$ cat src/rtl/prbs7_pkg.sv
// Shared PRBS7 (x^7 + x^6 + 1) definitions for the 32-bit/clock generator and checker.
// Latency: none (types, constants and pure functions only).
// Backpressure: not applicable.
//
// Stream bits obey b[n+7] = b[n] ^ b[n+1]. A 7-bit state S holds the first seven
// bits of a word (S[i] = b[i] = word bit 31-i). The word's earliest bit sits in bit 31.
package prbs7_pkg;

    typedef enum logic [1:0] {
        SEARCH = 2'd0,
        VERIFY = 2'd1,
        LOCKED = 2'd2
    } chk_state_t;

    localparam logic [6:0] PRBS7_SEED = 7'h7F;

    // 32-bit word whose first seven stream bits are S.
    function automatic logic [31:0] prbs7_expand32(input logic [6:0] s);
        logic [31:0] b;
        logic [31:0] w;
        b      = '0;
        b[6:0] = s;
        for (int n = 7; n < 32; n++) begin
            b[n] = b[n-7] ^ b[n-6];
        end
        w = '0;
        for (int i = 0; i < 32; i++) begin
            w[31-i] = b[i];
        end
        return w;
    endfunction

    // State of the following word: stream bits 32..38 counted from S.
    function automatic logic [6:0] prbs7_advance32(input logic [6:0] s);
        logic [38:0] b;
        b      = '0;
        b[6:0] = s;
        for (int n = 7; n < 39; n++) begin
            b[n] = b[n-7] ^ b[n-6];
        end
        return b[38:32];
    endfunction

endpackage

$ cat src/rtl/prbs7_err_accum.sv
// Popcount of the per-word mismatch plus saturating bit/word/lock-loss error counters.
// Latency: 1 cycle, all outputs registered on the edge that samples i_vld.
// Backpressure: none; i_vld=0 holds flag/popcount, counters only move on events or clear.
//
// Ports: CLK/RSTn clock and sync active-low reset; i_vld word checked this cycle;
// i_diff mismatch vector (zero outside LOCKED); i_lock_loss lock dropped this cycle;
// i_clr counter clear; o_err_flag/o_err_bits last word result; o_*_cnt totals.
module prbs7_err_accum #(
    parameter int CNT_W = 32
) (
    input  logic             CLK,
    input  logic             RSTn,
    input  logic             i_vld,
    input  logic [31:0]      i_diff,
    input  logic             i_lock_loss,
    input  logic             i_clr,
    output logic             o_err_flag,
    output logic [5:0]       o_err_bits,
    output logic [CNT_W-1:0] o_err_bit_cnt,
    output logic [CNT_W-1:0] o_err_word_cnt,
    output logic [CNT_W-1:0] o_lock_loss_cnt
);

    logic [5:0]       w_pop;
    logic [CNT_W-1:0] w_bit_inc;
    logic [CNT_W-1:0] w_word_inc;
    logic [CNT_W-1:0] w_ll_inc;
    logic [CNT_W-1:0] r_err_bit_cnt;
    logic [CNT_W-1:0] r_err_word_cnt;
    logic [CNT_W-1:0] r_lock_loss_cnt;
    logic             r_err_flag;
    logic [5:0]       r_err_bits;

    // Add with clamp at all-ones; counters never wrap.
    function automatic logic [CNT_W-1:0] sat_add(input logic [CNT_W-1:0] a,
                                                 input logic [CNT_W-1:0] b);
        logic [CNT_W:0] s;
        s = {1'b0, a} + {1'b0, b};
        return s[CNT_W] ? {CNT_W{1'b1}} : s[CNT_W-1:0];
    endfunction

    always_comb begin
        w_pop = '0;
        for (int i = 0; i < 32; i++) begin
            w_pop = w_pop + {5'd0, i_diff[i]};
        end
    end

    assign w_bit_inc  = i_vld ? CNT_W'(w_pop) : '0;
    assign w_word_inc = (i_vld && (w_pop != 6'd0)) ? CNT_W'(1) : '0;
    assign w_ll_inc   = i_lock_loss ? CNT_W'(1) : '0;

    // Clear wins over the old value but not over this cycle's increment.
    always_ff @(posedge CLK) begin
        if (!RSTn) begin
            r_err_bit_cnt   <= '0;
            r_err_word_cnt  <= '0;
            r_lock_loss_cnt <= '0;
            r_err_flag      <= 1'b0;
            r_err_bits      <= '0;
        end else begin
            r_err_bit_cnt   <= sat_add(i_clr ? '0 : r_err_bit_cnt,   w_bit_inc);
            r_err_word_cnt  <= sat_add(i_clr ? '0 : r_err_word_cnt,  w_word_inc);
            r_lock_loss_cnt <= sat_add(i_clr ? '0 : r_lock_loss_cnt, w_ll_inc);
            if (i_vld) begin
                r_err_flag <= (w_pop != 6'd0);
                r_err_bits <= w_pop;
            end
        end
    end

    assign o_err_flag      = r_err_flag;
    assign o_err_bits      = r_err_bits;
    assign o_err_bit_cnt   = r_err_bit_cnt;
    assign o_err_word_cnt  = r_err_word_cnt;
    assign o_lock_loss_cnt = r_lock_loss_cnt;

endmodule

$ cat src/rtl/prbs7_checker_32b.sv
// Receive-side PRBS7 checker: self-syncs to a 32-bit/clock stream, then counts errors.
// Latency: 1 cycle, lock and error outputs registered on the edge sampling the word.
// Backpressure: none; data_valid=0 freezes FSM, model and counters.
//
// Ports: CLK, RSTn (sync active-low); data_in (bit 31 earliest) with data_valid;
// clr_cnt clears counters only; locked; err_flag/err_bits for the last checked word;
// err_bit_cnt, err_word_cnt, lock_loss_cnt saturating totals of width CNT_W.
module prbs7_checker_32b
    import prbs7_pkg::*;
#(
    parameter int CNT_W      = 32,
    parameter int LOCK_CNT   = 8,
    parameter int UNLOCK_CNT = 4
) (
    input  logic             CLK,
    input  logic             RSTn,
    input  logic [31:0]      data_in,
    input  logic             data_valid,
    input  logic             clr_cnt,
    output logic             locked,
    output logic             err_flag,
    output logic [5:0]       err_bits,
    output logic [CNT_W-1:0] err_bit_cnt,
    output logic [CNT_W-1:0] err_word_cnt,
    output logic [CNT_W-1:0] lock_loss_cnt
);

    localparam int MW = $clog2(LOCK_CNT + 1);
    localparam int BW = $clog2(UNLOCK_CNT + 1);

    chk_state_t  r_state;
    chk_state_t  w_state_nxt;
    logic [6:0]  r_exp_state;
    logic [6:0]  w_exp_nxt;
    logic [MW-1:0] r_match_cnt;
    logic [MW-1:0] w_match_nxt;
    logic [BW-1:0] r_bad_cnt;
    logic [BW-1:0] w_bad_nxt;

    logic [6:0]  w_s_rx;
    logic [6:0]  w_adv_rx;
    logic [6:0]  w_adv_exp;
    logic [31:0] w_exp_word;
    logic [31:0] w_diff;
    logic        w_lock_loss;

    // First seven bits of the received word as a generator state (bit 31 -> S[0]).
    always_comb begin
        w_s_rx = '0;
        for (int i = 0; i < 7; i++) begin
            w_s_rx[i] = data_in[31-i];
        end
    end

    assign w_adv_rx   = prbs7_advance32(w_s_rx);
    assign w_adv_exp  = prbs7_advance32(r_exp_state);
    assign w_exp_word = prbs7_expand32(r_exp_state);

    always_ff @(posedge CLK) begin
        if (!RSTn) begin
            r_state     <= SEARCH;
            r_exp_state <= '0;
            r_match_cnt <= '0;
            r_bad_cnt   <= '0;
        end else begin
            r_state     <= w_state_nxt;
            r_exp_state <= w_exp_nxt;
            r_match_cnt <= w_match_nxt;
            r_bad_cnt   <= w_bad_nxt;
        end
    end

    always_comb begin
        w_state_nxt = r_state;
        w_exp_nxt   = r_exp_state;
        w_match_nxt = r_match_cnt;
        w_bad_nxt   = r_bad_cnt;
        w_diff      = '0;
        w_lock_loss = 1'b0;
        if (data_valid) begin
            case (r_state)
                SEARCH: begin
                    // An all-zero seed would lock onto a dead link; refuse it.
                    if (w_s_rx != 7'd0) begin
                        w_exp_nxt   = w_adv_rx;
                        w_match_nxt = '0;
                        w_state_nxt = VERIFY;
                    end
                end
                VERIFY: begin
                    if (data_in == w_exp_word) begin
                        w_exp_nxt = w_adv_exp;
                        if (r_match_cnt == MW'(LOCK_CNT - 1)) begin
                            w_match_nxt = '0;
                            w_bad_nxt   = '0;
                            w_state_nxt = LOCKED;
                        end else begin
                            w_match_nxt = r_match_cnt + MW'(1);
                        end
                    end else begin
                        w_match_nxt = '0;
                        if (w_s_rx == 7'd0) begin
                            w_state_nxt = SEARCH;
                        end else begin
                            w_exp_nxt = w_adv_rx;
                        end
                    end
                end
                LOCKED: begin
                    // Model free-runs regardless of errors so one bad word costs one word.
                    w_diff    = data_in ^ w_exp_word;
                    w_exp_nxt = w_adv_exp;
                    if (w_diff != 32'd0) begin
                        if (r_bad_cnt == BW'(UNLOCK_CNT - 1)) begin
                            w_bad_nxt   = '0;
                            w_lock_loss = 1'b1;
                            w_state_nxt = SEARCH;
                        end else begin
                            w_bad_nxt = r_bad_cnt + BW'(1);
                        end
                    end else begin
                        w_bad_nxt = '0;
                    end
                end
                default: begin
                    w_state_nxt = SEARCH;
                end
            endcase
        end
    end

    assign locked = (r_state == LOCKED);

    prbs7_err_accum #(
        .CNT_W (CNT_W)
    ) u_accum (
        .CLK             (CLK),
        .RSTn            (RSTn),
        .i_vld           (data_valid),
        .i_diff          (w_diff),
        .i_lock_loss     (w_lock_loss),
        .i_clr           (clr_cnt),
        .o_err_flag      (err_flag),
        .o_err_bits      (err_bits),
        .o_err_bit_cnt   (err_bit_cnt),
        .o_err_word_cnt  (err_word_cnt),
        .o_lock_loss_cnt (lock_loss_cnt)
    );

endmodule
$ cat config.mk
export PLATFORM = sky130hd
export DESIGN_NAME = prbs7_checker_32b
export DESIGN_NICKNAME = d
export VERILOG_FILES = /design/src/rtl/prbs7_pkg.sv /design/src/rtl/prbs7_err_accum.sv /design/src/rtl/prbs7_checker_32b.sv
export SDC_FILE = /design/constraint.sdc
export NUM_CORES = 1
export LEC_CHECK = 0
export CAP_MARGIN = 40
export CORE_MARGIN = 2
export CORE_UTILIZATION = 45
export DETAILED_ROUTE_END_ITERATION = 10
export PLACE_DENSITY = 0.69
export SLEW_MARGIN = 30
export SYNTH_ARGS = -nofsm -noshare
export SYNTH_HDL_FRONTEND = slang
export SYNTH_HIERARCHICAL = 1
export SYNTH_SLANG_ARGS = --single-unit
$ cat constraint.sdc
create_clock -name CLK -period 12.7 [get_ports CLK]
set_input_delay 2.54 -clock CLK [delete_from_list [all_inputs] [get_ports CLK]]
set_output_delay 2.54 -clock CLK [all_outputs]
set_load 0.1 [all_outputs]
After elaboration in Yosys (flattened, before gate mapping) --
Cells that the tools add are included.
Storage, ports and cells: flip-flop bits (word level) 119, input port bits 36, word-level logic and storage cells 171
Operators by class: add/sub/neg operators 36, eq/ne operators 13, mux-type cells 35, bitwise gates (word level) 65, reductions and logical operators 13
Operators with widths (count):
- 2-to-1 mux 32 bit | 8
- adder 6 x 1 -> 6 bit | 30
- adder 32 x 32 -> 33 bit | 3
- bitwise XOR 1 bit | 64
- equality test 32 bit | 1
- nonzero test 32 bit | 1
- bitwise XOR 32 bit | 1
- 2-to-1 mux 7 bit | 3
- one-hot mux 7 bit (3 select lines) | 1
- 2-to-1 mux 2 bit | 6
- 2-to-1 mux 3 bit | 4
- 2-to-1 mux 4 bit | 3
- inequality test 3 bit, second input constant | 3
- one-hot mux 4 bit (2 select lines) | 1
- AND reduction 4 bit | 2
- logical NOT 7 bit | 1
- nonzero test 7 bit | 1
- 2-to-1 mux 1 bit | 6
- 2-to-1 mux 6 bit | 1
- inequality test 2 bit, second input constant | 3
- one-hot mux 2 bit (3 select lines) | 1
- one-hot mux 3 bit (2 select lines) | 1
- AND reduction 6 bit | 1
- nonzero test 6 bit | 1
- 13 further kinds | 15

Logic depth before layout (Yosys ltp) --
word-level depth 44, depth in mapped cells 32, gate-level depth less buffers 27

Cells and area by module --
Netlist, hierarchy kept.
Modules (own cells, without submodules):
- prbs7_err_accum | instances 1, cells each 763, area an instance 6518.8 µm², sequential area each 2062.0 µm²
- prbs7_checker_32b | instances 1, cells each 310, area an instance 2428.6 µm², sequential area each 320.3 µm²

Worst setup path before layout --
OpenSTA, ideal clock, no wires.
path kind in2reg, from input data_valid, to register u_accum.r_err_word_cnt[28] (netlist: u_accum/o_err_word_cnt[28]), arrival 9.397 ns, path slack 3.189 ns, cell stages on the path 26, buffers on the path 3, cell sequence nand2_1 > clkbuf_1 > nor2_1 > fa_1 > inv_1 > fa_1 > fa_1 > fa_1 > fa_1 > fa_1 > inv_1 > ha_1 > fa_1 > xor2_1 > or3_1 > nor4_1 > nor2_1 > ha_1 > ha_1 > and4_1 > nand2b_1 > clkbuf_1 > and4bb_2 > clkbuf_1 > a41o_1 > o21a_1
On the way: longest elaborated chain between the ends 37
RTL lines:
- start: declaration | RTL line prbs7_checker_32b.sv:18 | input logic data_valid,
- 2-to-1 mux 32 bit | RTL line prbs7_checker_32b.sv:80 | if (data_valid) begin
- via w_diff[0] | RTL line prbs7_checker_32b.sv:44 | logic [31:0] w_diff;
- adder 1 x 1 -> 2 bit | RTL line prbs7_err_accum.sv:45 | w_pop = w_pop + {5'd0, i_diff[i]};
- adder 6 x 1 -> 6 bit (30 in a row) | RTL line prbs7_err_accum.sv:45
- nonzero test 6 bit | RTL line prbs7_err_accum.sv:50 | assign w_word_inc = (i_vld && (w_pop != 6'd0)) ? CNT_W'(1) : '0;
- logical AND 1 bit | RTL line prbs7_err_accum.sv:50
- 2-to-1 mux 1 bit | RTL line prbs7_err_accum.sv:50
- adder 32 x 32 -> 33 bit | RTL line prbs7_err_accum.sv:38 | s = {1'b0, a} + {1'b0, b};
- 2-to-1 mux 32 bit | RTL line prbs7_err_accum.sv:39 | return s[CNT_W] ? {CNT_W{1'b1}} : s[CNT_W-1:0];
- end signal: assignment | RTL line prbs7_err_accum.sv:63 | r_err_word_cnt <= sat_add(i_clr ? '0 : r_err_word_cnt, w_word_inc);
- end: declaration | RTL line prbs7_err_accum.sv:29 | logic [CNT_W-1:0] r_err_word_cnt;
The timed path passes the listed nets, and every way through them passes these cells. A chain may end at the register's enable or synchronous reset.

Final worst setup path --
from input data_valid, to register u_accum.r_err_word_cnt[26] (netlist: u_accum/o_err_word_cnt[26])
RTL lines (RTL line):
- 2-to-1 mux 32 bit | prbs7_checker_32b.sv:80
- via w_diff[23] | prbs7_checker_32b.sv:44
- adder 6 x 1 -> 6 bit (9 in a row) | prbs7_err_accum.sv:45
- nonzero test 6 bit | prbs7_err_accum.sv:50
- logical AND 1 bit | prbs7_err_accum.sv:50
- 2-to-1 mux 1 bit | prbs7_err_accum.sv:50
- adder 32 x 32 -> 33 bit | prbs7_err_accum.sv:38
- 2-to-1 mux 32 bit | prbs7_err_accum.sv:39
The timed path passes the listed nets, and every way through them passes these cells.

==> key figures <==
GRT
  – First-pass GRT wire length: 43.5 mm
  – Largest net degree at the start of global routing: 68
  – Overall Global Routing Usage: 25.3%
  – Number of antenna violations at the first check in global routing: 0
  – Vias in the first global route: 8639
  – Grt ovf: 0

Final layout
  – Filler-free cell count of the finished design: 1561
  – Final Cell Area: 12700 um2
  – Antenna diodes: 0
  – Layout cells sized above 1: 13.9%
  – Area delta synth->final: 41.4%
  – # nets final: 1370

STA
  – Layout Skew: 0.00910 ns
  – F_max: 94.5 MHz
  – Fin. Hold Viols: 0
  – Slew HR: 44.4%
  – Pins Over Slew Limit: 0
  – Worst-margin pin slew: 0.826 ns
  – Final period util: 83.3%
  – Setup_tns: 0 ns
  – Fin crit period: 10.58 ns
  – RSZ-0062 raised after global routing: false
  – Post-route setup slack: 2.12 ns
  – Final setup viols: 0

Placement
  – Port Buffers: 139
  – Final HPWL DP: 19.9 mm
  – Routability Congestion: 0.892
  – Pre-CTS WS: 1.61 ns
  – Placed insts: 1526
  – Post-Place Cell Area: 12000 um2

Clock tree
  – CTS Root Cell: clkbuf_16
  – H-tree Lvls: 4
  – Cts bufs inserted: 17
  – Clock-pin slew on the worst setup and hold paths: 0.06 ns
  – CTS tree: yes
  – Clk_lat worst skew: 0.42 ns
  – Post-CTS setup buffer count: 0
  – Clk buf depth: 2
  – Post-cts resize count: 0
  – CTS Hold Bufs: 0
  – Clock Sinks: 119

Die
  – Die width: 145 um
  – Top-Level Pins: 140
  – Core area: 19500 um2
  – Initial Utilization: 46.0%
  – Die Y: 145 um
  – Row count: 51
  – Full die area: 21000 um2

Power and ir drop
  – Total design power: 1.11 mW
  – P per Cell Area: 87.7 nW/um2
  – Peak VDD IR: 0.0582 mV
  – P_leak: 4.90 nW

Route
  – Avg WL per Cell: 17.3 um
  – Vias per cell: 5.68
  – DRC violations left: 0
  – Routed vias: 8860
  – Initial drt markers: 623
  – Pre-antenna DRT Iters: 6
  – WL final: 27.0 mm
  – Final ANT Viol Nets: 0

Synthesis
  – Post-synthesis register bit count: 119
  – Mapped Nets: 1160
  – Largest area contributor in the netlist: dfxtp_1
  – Synth cell count leaders: dfxtp_1, nor2_1, nand2_1, xnor2_1, inv_1
  – Ys Warns: 6
  – Sequential area share after synthesis: 26.6%
  – Post-synthesis cell area: 8950 um2
  – Post-synth top area share: 26.6%
  – Netlist cell types: 87
  – Most used DFF post-synth: dfxtp_1
  – Dominant cells by area after synthesis: dfxtp_1, xnor2_1, fa_1
  – Post-Synthesis Cells: 1073
  – Most common cell in the netlist: dfxtp_1
  – Average instance area after synthesis: 8.34 um2
  – EDFF count, synth: 0
  – Fraction of registers with async set/reset: 0%

Outcome
  – Status: completed

Worst setup path
  – Critical path required time: 13.07 ns
  – Critical path peak fanout: 24
  – Worst setup SP type: input port
  – Crit path DAT: 10.95 ns
  – Crit end category: register
  – Critical path class: input port to register

Run
  – MaxCap Viol Count: 0

Min path
  – Hold Path Class: register to register
-- metrics by stage --
stage / hold slack [ns] / util (%)
5_1_grt: 0.472 / 65.0
2_1_floorplan: 0.440 / -
3_3_place_gp: 0.449 / 53.3
3_5_place_dp: 0.453 / 61.6
4_1_cts: 0.460 / 64.9
6_report: 0.457 / 65.0
-- worst max-delay path, stage by stage --
cell             delay [ns]
clkdlybuf4s50_1        0.85
nand2_1                0.38
buf_8                  0.27
nor3_1                 0.21
inv_1                  0.09
fa_1                   0.55
fa_1                   0.45
fa_1                   0.52
fa_1                   0.44
fa_1                   0.49
fa_1                   0.50
inv_1                  0.04
ha_1                   0.19
fa_1                   0.41
a21o_1                 0.17
a21oi_1                0.16
xnor2_1                0.19
nor4_1                 0.12
nor2_1                 0.15
ha_1                   0.21
ha_1                   0.22
and4_1                 0.28
nand2b_1               0.31
nor3_4                 0.33
and3_1                 0.63
o21a_1                 0.23
-- layout by cell type (no fill, tap or decap), types with 6 or more instances in the layout --
cell | synthesis | routed
a41oi_1 | 6 | 6
a41o_1 | 7 | 7
xor2_1 | 43 | 43
nand4_1 | 31 | 31
mux2i_1 | 9 | 9
o21a_1 | 26 | 26
a211oi_1 | 10 | 10
or4_1 | 10 | 10
clkdlybuf4s50_1 | 0 | 136
nand2_1 | 85 | 85
nor3_1 | 35 | 35
a31oi_1 | 18 | 18
fa_1 | 25 | 25
a21oi_1 | 46 | 45
nand3_1 | 37 | 37
buf_8 | 0 | 101
nor2b_1 | 29 | 29
xnor2_1 | 75 | 75
or3_1 | 7 | 7
o211ai_1 | 6 | 6
ha_1 | 26 | 26
and4_1 | 12 | 12
nor4_1 | 17 | 17
o21ai_0 | 25 | 25
inv_1 | 59 | 59
a21o_1 | 7 | 7
and3_1 | 21 | 21
clkbuf_16 | 0 | 17
nand2b_1 | 10 | 10
o2bb2ai_1 | 6 | 6
and2_1 | 25 | 25
dfxtp_1 | 119 | 119
nor2_1 | 90 | 90
-- layout make-up --
cell class | instances | area (um2)
clock inverters | 12 | 198
flip-flops and latches | 119 | 2380
fillers | 1600 | 6810
clock buffers | 20 | 457
well taps | 265 | 332
inverters | 60 | 225
multi-input cells | 834 | 6030
repair buffers | 251 | 3030
-- state kept, by name, indices dropped and copies added (netlist names) --
name,cells
u_accum/o_err_bits,6
r_match_cnt,4
u_accum/o_err_word_cnt,32
r_bad_cnt,3
u_accum/o_lock_loss_cnt,32
r_state,2
u_accum/o_err_bit_cnt,32
u_accum/o_err_flag,1
r_exp_state,7
-- layer usage --
layer | up-vias | wire length, um | track usage (%)
li1 | 4238 | - | -
met1 | 4219 | 11300 | 30.8
met2 | 342 | 13600 | 44.3
met3 | 61 | 1440 | 4.43
met4 | 0 | 766 | 9.85
met5 | - | 0 | 0
-- where the power goes --
group,switching [mW],leakage [nW],internal (mW)
logic,0.0975,3.62,0.0806
registers,0.0171,0.960,0.377
clock network,0.180,0.316,0.358
-- logic make-up (layout without fill, tap and decap cells) --
group / after synthesis / after routing / share of synthesized area, %
AND/OR/NAND/NOR: 445 / 445 / 27.6
AO/OA/AOI/OAI: 201 / 201 / 15.6
XOR/XNOR: 126 / 126 / 13.6
buffers and inverters: 120 / 343 / 6.00
flip-flops: 119 / 119 / 26.6
adder cells (fa/ha/maj): 51 / 51 / 9.23
multiplexers: 11 / 11 / 1.26
-- worst paths after layout --
kind | start | to | slack (ns) | depth (start not counted)
min reg2reg | r_bad_cnt[2] | r_bad_cnt[2] | 0.46 | 1
max | data_valid | u_accum/o_err_word_cnt[26] | 2.12 | 26
min | r_bad_cnt[2] | r_bad_cnt[2] | 0.46 | 1
max reg2reg | r_exp_state[5] | u_accum/o_err_word_cnt[26] | 4.06 | 25
Note: power is estimated with default switching activity, not from simulation.
